File: src/rtl/ram_arbiter_pkg.sv
// ============================================================================
// ram_arbiter_pkg : shared types and constants for the RAM arbiter slice
// Rev 1.0
// ============================================================================
`default_nettype none

package ram_arbiter_pkg;

  localparam int c_ADDR_W = 6;
  localparam int c_DATA_W = 16;
  localparam int c_DEPTH  = 1 << c_ADDR_W;

  localparam logic REQ_A = 1'b0;
  localparam logic REQ_B = 1'b1;

  typedef enum logic [1:0] {
    IDLE   = 2'd0,
    ACCESS = 2'd1,
    RESP   = 2'd2,
    CLEAR  = 2'd3
  } state_t;

endpackage

`default_nettype wire

File: src/rtl/ram_sp_core.sv
// ============================================================================
// ram_sp_core : single-port RAM, synchronous write, registered synchronous read
// Rev 1.0
// ============================================================================
`default_nettype none

module ram_sp_core
  import ram_arbiter_pkg::*;
#(
  parameter int ADDR_W = c_ADDR_W,
  parameter int DATA_W = c_DATA_W,
  parameter int DEPTH  = c_DEPTH
) (
  input  logic              clk,
  input  logic              i_en,
  input  logic              i_we,
  input  logic [ADDR_W-1:0] i_addr,
  input  logic [DATA_W-1:0] i_wdata,
  output logic [DATA_W-1:0] o_rdata
);

  logic [DATA_W-1:0] r_mem [DEPTH];
  logic [DATA_W-1:0] r_rdata;

  always_ff @(posedge clk) begin
    if (i_en) begin
      if (i_we) begin
        r_mem[i_addr] <= i_wdata;
      end else begin
        r_rdata <= r_mem[i_addr];
      end
    end
  end

  assign o_rdata = r_rdata;

endmodule

`default_nettype wire

File: src/rtl/ram_arbiter.sv
// ============================================================================
// ram_arbiter : round-robin two-requester sequencer for a single-port RAM,
//               with optional sweep-clear engine (RAM_ARBITER_CLEAR_EN)
// Rev 1.0
// ============================================================================
`default_nettype none

module ram_arbiter
  import ram_arbiter_pkg::*;
#(
  parameter int ADDR_W = c_ADDR_W,
  parameter int DATA_W = c_DATA_W
) (
  input  logic              clk,
  input  logic              reset,
  input  logic              a_req,
  input  logic              a_we,
  input  logic [ADDR_W-1:0] a_addr,
  input  logic [DATA_W-1:0] a_wdata,
  output logic              a_ack,
  output logic [DATA_W-1:0] a_rdata,
  input  logic              b_req,
  input  logic              b_we,
  input  logic [ADDR_W-1:0] b_addr,
  input  logic [DATA_W-1:0] b_wdata,
  output logic              b_ack,
  output logic [DATA_W-1:0] b_rdata,
  input  logic              clear_req,
  output logic              clear_busy
);

  localparam int DEPTH = 1 << ADDR_W;

  state_t            r_state;
  state_t            w_next;
  logic              r_prio;
  logic              r_id;
  logic              r_we;
  logic [ADDR_W-1:0] r_addr;
  logic [DATA_W-1:0] r_wdata;
  logic [DATA_W-1:0] r_a_rdata;
  logic [DATA_W-1:0] r_b_rdata;

  logic              w_grant_b;
  logic              w_start;
  logic              w_resp_rd;
  logic              w_ram_en;
  logic              w_ram_we;
  logic [ADDR_W-1:0] w_ram_addr;
  logic [DATA_W-1:0] w_ram_wdata;
  logic [DATA_W-1:0] w_ram_rdata;

  assign w_grant_b = b_req && (!a_req || (r_prio == REQ_B));

`ifdef RAM_ARBITER_CLEAR_EN
  logic              r_pending;
  logic [ADDR_W-1:0] r_cnt;
  logic              w_clear_go;

  assign w_clear_go = clear_req || r_pending;
  assign clear_busy = (r_state == CLEAR);
`else
  logic w_unused_clear;

  assign w_unused_clear = clear_req;
  assign clear_busy     = 1'b0;
`endif

  always_comb begin
    w_next = r_state;
    case (r_state)
      IDLE: begin
`ifdef RAM_ARBITER_CLEAR_EN
        if (w_clear_go) w_next = CLEAR;
        else
`endif
        if (a_req || b_req) w_next = ACCESS;
      end
      ACCESS: w_next = RESP;
      RESP:   w_next = IDLE;
`ifdef RAM_ARBITER_CLEAR_EN
      CLEAR:  if (r_cnt == '1) w_next = IDLE;
`endif
      default: w_next = IDLE;
    endcase
  end

  assign w_start = (r_state == IDLE) && (w_next == ACCESS);

  always_comb begin
    w_ram_en    = (r_state == ACCESS);
    w_ram_we    = r_we;
    w_ram_addr  = r_addr;
    w_ram_wdata = r_wdata;
`ifdef RAM_ARBITER_CLEAR_EN
    if (r_state == CLEAR) begin
      w_ram_en    = 1'b1;
      w_ram_we    = 1'b1;
      w_ram_addr  = r_cnt;
      w_ram_wdata = '0;
    end
`endif
  end

  always_ff @(posedge clk) begin
    if (reset) begin
      r_state   <= IDLE;
      r_prio    <= REQ_A;
      r_id      <= REQ_A;
      r_we      <= 1'b0;
      r_addr    <= '0;
      r_wdata   <= '0;
      r_a_rdata <= '0;
      r_b_rdata <= '0;
    end else begin
      r_state <= w_next;
      if (w_start) begin
        r_id    <= w_grant_b ? REQ_B : REQ_A;
        r_we    <= w_grant_b ? b_we : a_we;
        r_addr  <= w_grant_b ? b_addr : a_addr;
        r_wdata <= w_grant_b ? b_wdata : a_wdata;
      end
      if (r_state == RESP) begin
        r_prio <= ~r_id;
      end
      if (w_resp_rd) begin
        if (r_id == REQ_A) r_a_rdata <= w_ram_rdata;
        else               r_b_rdata <= w_ram_rdata;
      end
    end
  end

`ifdef RAM_ARBITER_CLEAR_EN
  // A clear arriving mid-transaction is parked until the next IDLE.
  always_ff @(posedge clk) begin
    if (reset) begin
      r_pending <= 1'b0;
      r_cnt     <= '0;
    end else begin
      if (r_state == CLEAR) r_cnt <= r_cnt + 1'b1;
      if ((r_state == IDLE) && (w_next == CLEAR)) begin
        r_pending <= 1'b0;
      end else if (clear_req && ((r_state == ACCESS) || (r_state == RESP))) begin
        r_pending <= 1'b1;
      end
    end
  end
`endif

  // Read data goes straight from the RAM register during RESP, then is held.
  assign w_resp_rd = (r_state == RESP) && !r_we;
  assign a_ack     = (r_state == RESP) && (r_id == REQ_A);
  assign b_ack     = (r_state == RESP) && (r_id == REQ_B);
  assign a_rdata   = (w_resp_rd && (r_id == REQ_A)) ? w_ram_rdata : r_a_rdata;
  assign b_rdata   = (w_resp_rd && (r_id == REQ_B)) ? w_ram_rdata : r_b_rdata;

  ram_sp_core #(
    .ADDR_W (ADDR_W),
    .DATA_W (DATA_W),
    .DEPTH  (DEPTH)
  ) u_ram (
    .clk     (clk),
    .i_en    (w_ram_en),
    .i_we    (w_ram_we),
    .i_addr  (w_ram_addr),
    .i_wdata (w_ram_wdata),
    .o_rdata (w_ram_rdata)
  );

endmodule

`default_nettype wire

File: config.mk
export PLATFORM = sky130hd
export DESIGN_NAME = ram_arbiter
export DESIGN_NICKNAME = d
export VERILOG_FILES = /design/src/rtl/ram_arbiter_pkg.sv /design/src/rtl/ram_sp_core.sv /design/src/rtl/ram_arbiter.sv
export SDC_FILE = /design/constraint.sdc
export NUM_CORES = 1
export LEC_CHECK = 0
export BUFFER_PORTS_ARGS = -buffer_cell sky130_fd_sc_hd__buf_2
export CAP_MARGIN = 15
export CORE_UTILIZATION = 45
export DETAILED_ROUTE_END_ITERATION = 10
export PLACE_DENSITY = 0.65
export SETUP_SLACK_MARGIN = 0.15
export SLEW_MARGIN = 20
export SYNTH_ARGS = -nofsm -noshare
export SYNTH_HDL_FRONTEND = slang
export SYNTH_SLANG_ARGS = --single-unit
File: constraint.sdc
create_clock -name clk -period 3.6 [get_ports clk]
set_input_delay 0.9 -clock clk [delete_from_list [all_inputs] [get_ports clk]]
set_output_delay 0.9 -clock clk [all_outputs]
set_load 0.02 [all_outputs]
==> run metrics, run 1 <==
worst-margin pin slew=about 1200 ps; VDD IR max=approximately 0.00047 V; clock period minus worst slack=approximately 3400 ps; CTS hold repair buffers=0; critical path class=reg2reg; Sw Share=around a quarter; logic gate share of total power=a little over a tenth; nets=approximately 2800; Total GRT Usage=25.6%; Vias/cell=~6.3; post-route DRC violation count=0; Synth area leaders=edfxtp_1 74%, a221oi_1 4.2%, dfxtp_1 2.8%; clock sink total=1099; final worst clock skew=around 27 ps; Netlist Area Pre-Place=42000 um2; total number of vias=25700; most instantiated cells after synthesis=1040 x edfxtp_1, 200 x a221oi_1, 174 x nor2_1; DRT iter0 DRCs=roughly 3600; Die Span Y=approximately 310 um; detail-routed net length per standard cell=~30 um; IO buf count=83; number of global-route vias before repair=between 20000 and 25000; die area=94500 um2; H-tree Lvls=3; setup TNS=0 ps; final worst-path cycle share=between 90% and 100%; share of Yosys cell area claimed by the top area cell type=between 70% and 80%; post-synth top area cell=edfxtp_1; Pre-antenna DRT Iters=6; Worst Hold Class=in2reg; Slew Limit Fails=0; Detail Route Antenna Nets=0; Hold Fails Final Rpt=0; Setup crit end kind=flip-flop; Starting Density=45.6%; layout cells sized above 1=a little over a fifth; first-pass GRT wire length=about 170000 um; number of flops mapped to enable cells by yosys=between 1000 and 1500; Yosys warning total=0; GRT overflow=0; Clk pwr share=38.6%; Arr. time, crit path=between 3000 and 4000 ps; maxcap violations=0; Seq/Total Area, Yosys=between 70% and 80%; outcome=completed; die width=307 um; placed cells=slightly below 4000; I/O pin cnt=86; Syn Nets=~2500; most instantiated library cell after synthesis=edfxtp_1; fin cells=around 4000; area added between synthesis and finish=16.5%; Yosys cell types=61; initial antenna violation count=8; Final WS setup=171 ps; syn avg cell area=approximately 17 um2; Clk Tree Root Cell=clkbuf_16; CORE AREA=92100 um2; hpwl dp=around 75000 um; post-synthesis cell count=2480; switching pwr=7.09 mW; Clk Latency, worst-skew pair=roughly 700 ps; ant diodes=0; origin of the critical flop-to-flop path=r_addr[0]; Worst slew margin=between 15 and 20%; main flop type after synthesis=edfxtp_1; startpoint types=flip-flop; power consumption=approximately 29 mW; DRT Wirelength=122000 um; largest net degree at the start of global routing=60; RR Endpoint=u_ram.o_rdata[0]; total power per unit cell area=591 nW/um2; asr flop ratio synth=0%; internal power=21.9 mW; RSZ-0062 raised after global routing=false; reg2reg path depth=8; Worst-path clk slew=60 ps; fmax=around 300 MHz; sequential share of power=~51%; setup slack at placement=around 310 ps; Reg2Reg Setup Slack=170 ps; Static Leak=approximately 16 nW; postcts setup bufs=0; Num CTS Buffers=105; Worst Path Required=approximately 4000 ps; #FFs+latches synth=about 1100; Row Count=around 110; post_cts resized=0; Crit Path Max Fanout=38; Util after Layout=between 50% and 60%; CTS tree=built; Final setup viols=0; routability cong.=between 0.9 and 1; worst-case clock buffer depth=3; CP Launch Point=r_addr[0]; CP endpoint=u_ram.o_rdata[0]
==> cell usage in the layout, fill, tap and decap left out, types with 61 or more instances in the layout <==
cell type,netlist,routed
a21oi_1,80,80
a221oi_1,200,200
a22oi_1,157,157
buf_2,61,82
buf_4,10,204
clkbuf_16,0,107
edfxtp_1,1040,1040
mux2_2,61,61
mux2i_1,61,61
nand2_1,70,70
nor2_1,174,173
o21ai_0,65,65
==> power by group through the flow <==
| stage | clock (mW) | sequential, mW | combinational (mW) |
|---|---|---|---|
| final | 11.2 | 14.7 | 3.04 |
| after detailed placement | 0 | 15.0 | 2.95 |
| after CTS | 11.2 | 14.7 | 2.97 |
| after floorplan | 0 | 14.8 | 1.57 |
| after global placement | 0 | 15.0 | 2.90 |
| after global routing | 11.7 | 14.7 | 3.17 |
==> registers in the layout (all words and copies together) (netlist names) <==
register,cells
r_b_rdata,16
u_ram.o_rdata,16
r_wdata,16
r_addr,6
u_ram.r_mem,1024
r_id,1
r_a_rdata,16
r_state,2
r_prio,1
r_we,1
==> final cells by class <==
| class | instances | area, um2 |
|---|---|---|
| Multi-Input combinational cell | 1190 | 8810 |
| Clock inverter | 55 | 624 |
| Inverter | 6 | 22.5 |
| Tap cell | 1243 | 1560 |
| Clock buffer | 139 | 2860 |
| Fill cell | 7192 | 43100 |
| Sequential cell | 1099 | 32500 |
| Timing Repair Buffer | 320 | 2620 |
==> routing by layer <==
| layer | vias to the layer above | GRT usage, % | share of wire, % |
|---|---|---|---|
| met2 | 1710 | 39.8 | 46 |
| met3 | 295 | 5.97 | 12 |
| met1 | 13000 | 35.0 | 38 |
| li1 | 10700 | - | - |
| met4 | 4 | 10.2 | 4.3 |
| met5 | - | 0 | 0.018 |
==> stage by stage <==
step / instance area, um2 / hold slack [ps]
global placement: 45400 / 506
finish: 48900 / 546
global route: 48900 / 534
detailed placement: 45500 / 541
CTS: 48900 / 524
floorplan: 42000 / 459
==> worst min path at each step <==
stage / start / to / slack, ps / depth (start not counted)
2_1_floorplan: r_prio / r_prio / 460 / 2
3_3_place_gp: r_prio / r_prio / 510 / 2
3_5_place_dp: r_state[0] / r_state[0] / 540 / 1
4_1_cts: b_wdata[8] / r_wdata[8] / 520 / 3
5_1_grt: b_addr[1] / r_addr[1] / 530 / 3
6_report: b_wdata[8] / r_wdata[8] / 550 / 3
==> critical path, stage by stage, from the launching register on <==
cell       delay, ps
dfxtp_4          700
buf_12           340
nand2b_1         180
nor2_1           790
a22oi_1          220
a31oi_1          350
buf_4            200
nand4bb_1        130
or3_1            260
==> cells by family after synthesis <==
family / share of synthesized area (%)
multiplexers: 5.15
buffers and inverters: 2.07
AO/OA/AOI/OAI: 11.5
other: 0.00893
AND/OR/NAND/NOR: 4.11
flip-flops: 77.2
Note: power is estimated with default switching activity, not from simulation.
==> run 2: changes to the inputs <==
==> constraint.sdc (replaced) <==
create_clock -name clk -period 3.6 [get_ports clk]
set_input_delay 0.54 -clock clk [delete_from_list [all_inputs] [get_ports clk]]
set_output_delay 0.54 -clock clk [all_outputs]
set_load 0.02 [all_outputs]
==> run 2 against run 1 <==
  * Worst hold slack got worse by 360 ps
  * Critical path depth is the same
  * Core utilization decreased by 0.22 points
  * Flip-flop and latch count did not move
  * Maximum frequency rose by 1.5%
  * Largest cell class unchanged
==> run metrics, run 2 (synthesis gave the netlist of run 1 again) <==
die area=94500 um2 (unchanged); layout cells sized above 1=21.6% (-0.22 points); Detail Route Antenna Nets=0 (unchanged); worst-case clock buffer depth=3 (unchanged); routability cong.=0.939 (-1.0%); outcome=completed; Worst Path Buf+Inv=3 (+1); Crit Path Max Fanout=12 (-68%); internal power=21.5 mW (-1.8%); CP max stage delay=660 ps (-130 ps); Num CTS Buffers=105 (unchanged); RSZ-0062 raised after global routing=false; Multi-input gate area=8810 um2 (unchanged); number of flip-flops in the largest register=1024 (unchanged); largest net degree at the start of global routing=66 (+10%); fmax=296 MHz (+1.5%); Seq. cell area=32400 um2 (about the same); DRT Wirelength=122000 um (about the same); initial antenna violation count=5 (-3); Sw Share=24.8% (+0.31 points); area added between synthesis and finish=16.1%; critical path class=reg2reg; CTS tree=built; Clk pwr share=38.0% (-0.6 points); worst-path cell chain=buf_4, inv_2, nand2_1, nor2_1, nor3_1, o221ai_1, buf_4, or4_1; Setup crit end kind=flip-flop; post-route DRC violation count=0 (unchanged); most common cell after layout, fill and taps aside=edfxtp_1; setup TNS=0 ps (unchanged); Worst slew margin=17.8% (-2.0 points); VDD IR max=0.000426 V (-8.5%); Total GRT Usage=25.4% (-0.21 points); Starting Density=45.6% (unchanged); fillcell total=7218 (+0.36%); Worst-path clk slew=60 ps (about the same); clock sink total=1099 (unchanged); final worst clock skew=32.3 ps (+5.60 ps); nets=2765 (-0.29%); worst-margin pin slew=1230 ps (+30.3 ps); Crit path max-delay family=simple AND/OR/NAND/NOR gates; detail-routed net length per standard cell=30.1 um (+0.23%); I/O pin cnt=86 (unchanged); Clk Tree Root Cell=clkbuf_16; switching pwr=7.09 mW (-0.11%); maxcap violations=0 (unchanged); startpoint types=flip-flop; total power per unit cell area=586 nW/um2 (-0.95%); Biggest register=u_ram.r_mem; CTS hold repair buffers=0 (unchanged); H-tree Lvls=3 (unchanged); number of global-route vias before repair=24700 (-0.78%); Vias/cell=6.29 (-0.80%); Hold Fails Final Rpt=0 (unchanged); Row Count=111 (unchanged); worst hold slack=189 ps (-358 ps); Worst Path Required=4010 ps (-80 ps); total number of vias=25400 (-1.0%); Pre-antenna DRT Iters=5 (-1); DRT iter0 DRCs=3522 (-3.0%); die width=307 um (unchanged); Slew Limit Fails=0 (unchanged); Final setup viols=0 (unchanged); Arr. time, crit path=3790 ps (-130 ps); most frequent cells in the layout=1040 x edfxtp_1, 200 x a221oi_1, 198 x buf_4; Worst Hold Class=in2reg; Clk Latency, worst-skew pair=690 ps (about the same); final worst-path cycle share=93.9% (-1.4 points); logic gate share of total power=10.5% (about the same); IO buf count=83 (unchanged); clock period minus worst slack=3380 ps (-49.2 ps); CORE AREA=92100 um2 (unchanged); Static Leak=16.1 nW (-0.60%); cell mode on critical path=buf_4; first-pass GRT wire length=172000 um (-0.97%); sequential share of power=51.6% (+0.7 points); GRT overflow=0 (unchanged); CP max stage cell=dfxtp_4; hpwl dp=75100 um (-0.32%); Die Span Y=307 um (unchanged)
run 2: what timing repair did:
item | in CTS | in global routing
hold endpoints to repair | 0 | 0
gates resized for setup | 0 | 0
endpoints found under the setup margin | 0 | 1
setup buffers | 0 | 1
run 2: layout make-up:
type	instances	share of cell area [%]
sequential	1099	66.6
multi-input combinational	1190	18.1
clock buffer	135	5.92
timing repair buffer	312	5.19
tap	1243	3.19
clock inverter	58	1.01
inverter	6	0.0462
antenna	1	0.00513
run 2: final timing paths:
path,depth (start not counted),slack (ps),start,to
max,8,220,r_addr[0],u_ram.o_rdata[3]
max reg2reg,8,220,r_addr[0],u_ram.o_rdata[3]
min,3,190,b_wdata[10],r_wdata[10]
min reg2reg,2,520,r_prio,r_prio
run 2: worst reg2reg max path, delay by kind of cell, from the launching register on:
kind	cells	cell delay, ps
and+or+nand+nor	4	1500
buffers and inverters	3	670
AOI/OAI and AO/OA	1	270
DFF	1	660
run 2: metrics by stage:
stage	utilization, %	worst slack, ps	instances	cell area [um2]	power, mW
after floorplan	-	416	2480	42000	16.4
after global placement	49.2	368	3849	45300	17.8
after detailed placement	49.2	307	3849	45300	17.9
after CTS	52.9	294	4042	48700	28.6
after global routing	52.9	226	4043	48700	29.2
final	52.9	221	4044	48700	28.6
run 2: power by group through the flow:
stage          combinational (mW)  sequential (mW)  clock (mW)
2_1_floorplan                1.57             14.8           0
3_3_place_gp                 2.85             15.0           0
3_5_place_dp                 2.90             15.0           0
4_1_cts                      2.92             14.7        10.9
5_1_grt                      3.13             14.7        11.4
6_report                     2.99             14.7        10.8
run 2: per-layer routing:
| layer | wire length [um] | GRT usage [%] |
|---|---|---|
| met2 | 56200 | 40.0 |
| met3 | 13700 | 6.57 |
| met4 | 5100 | 9.82 |
| met1 | 46800 | 34.0 |
| met5 | 25 | 0 |
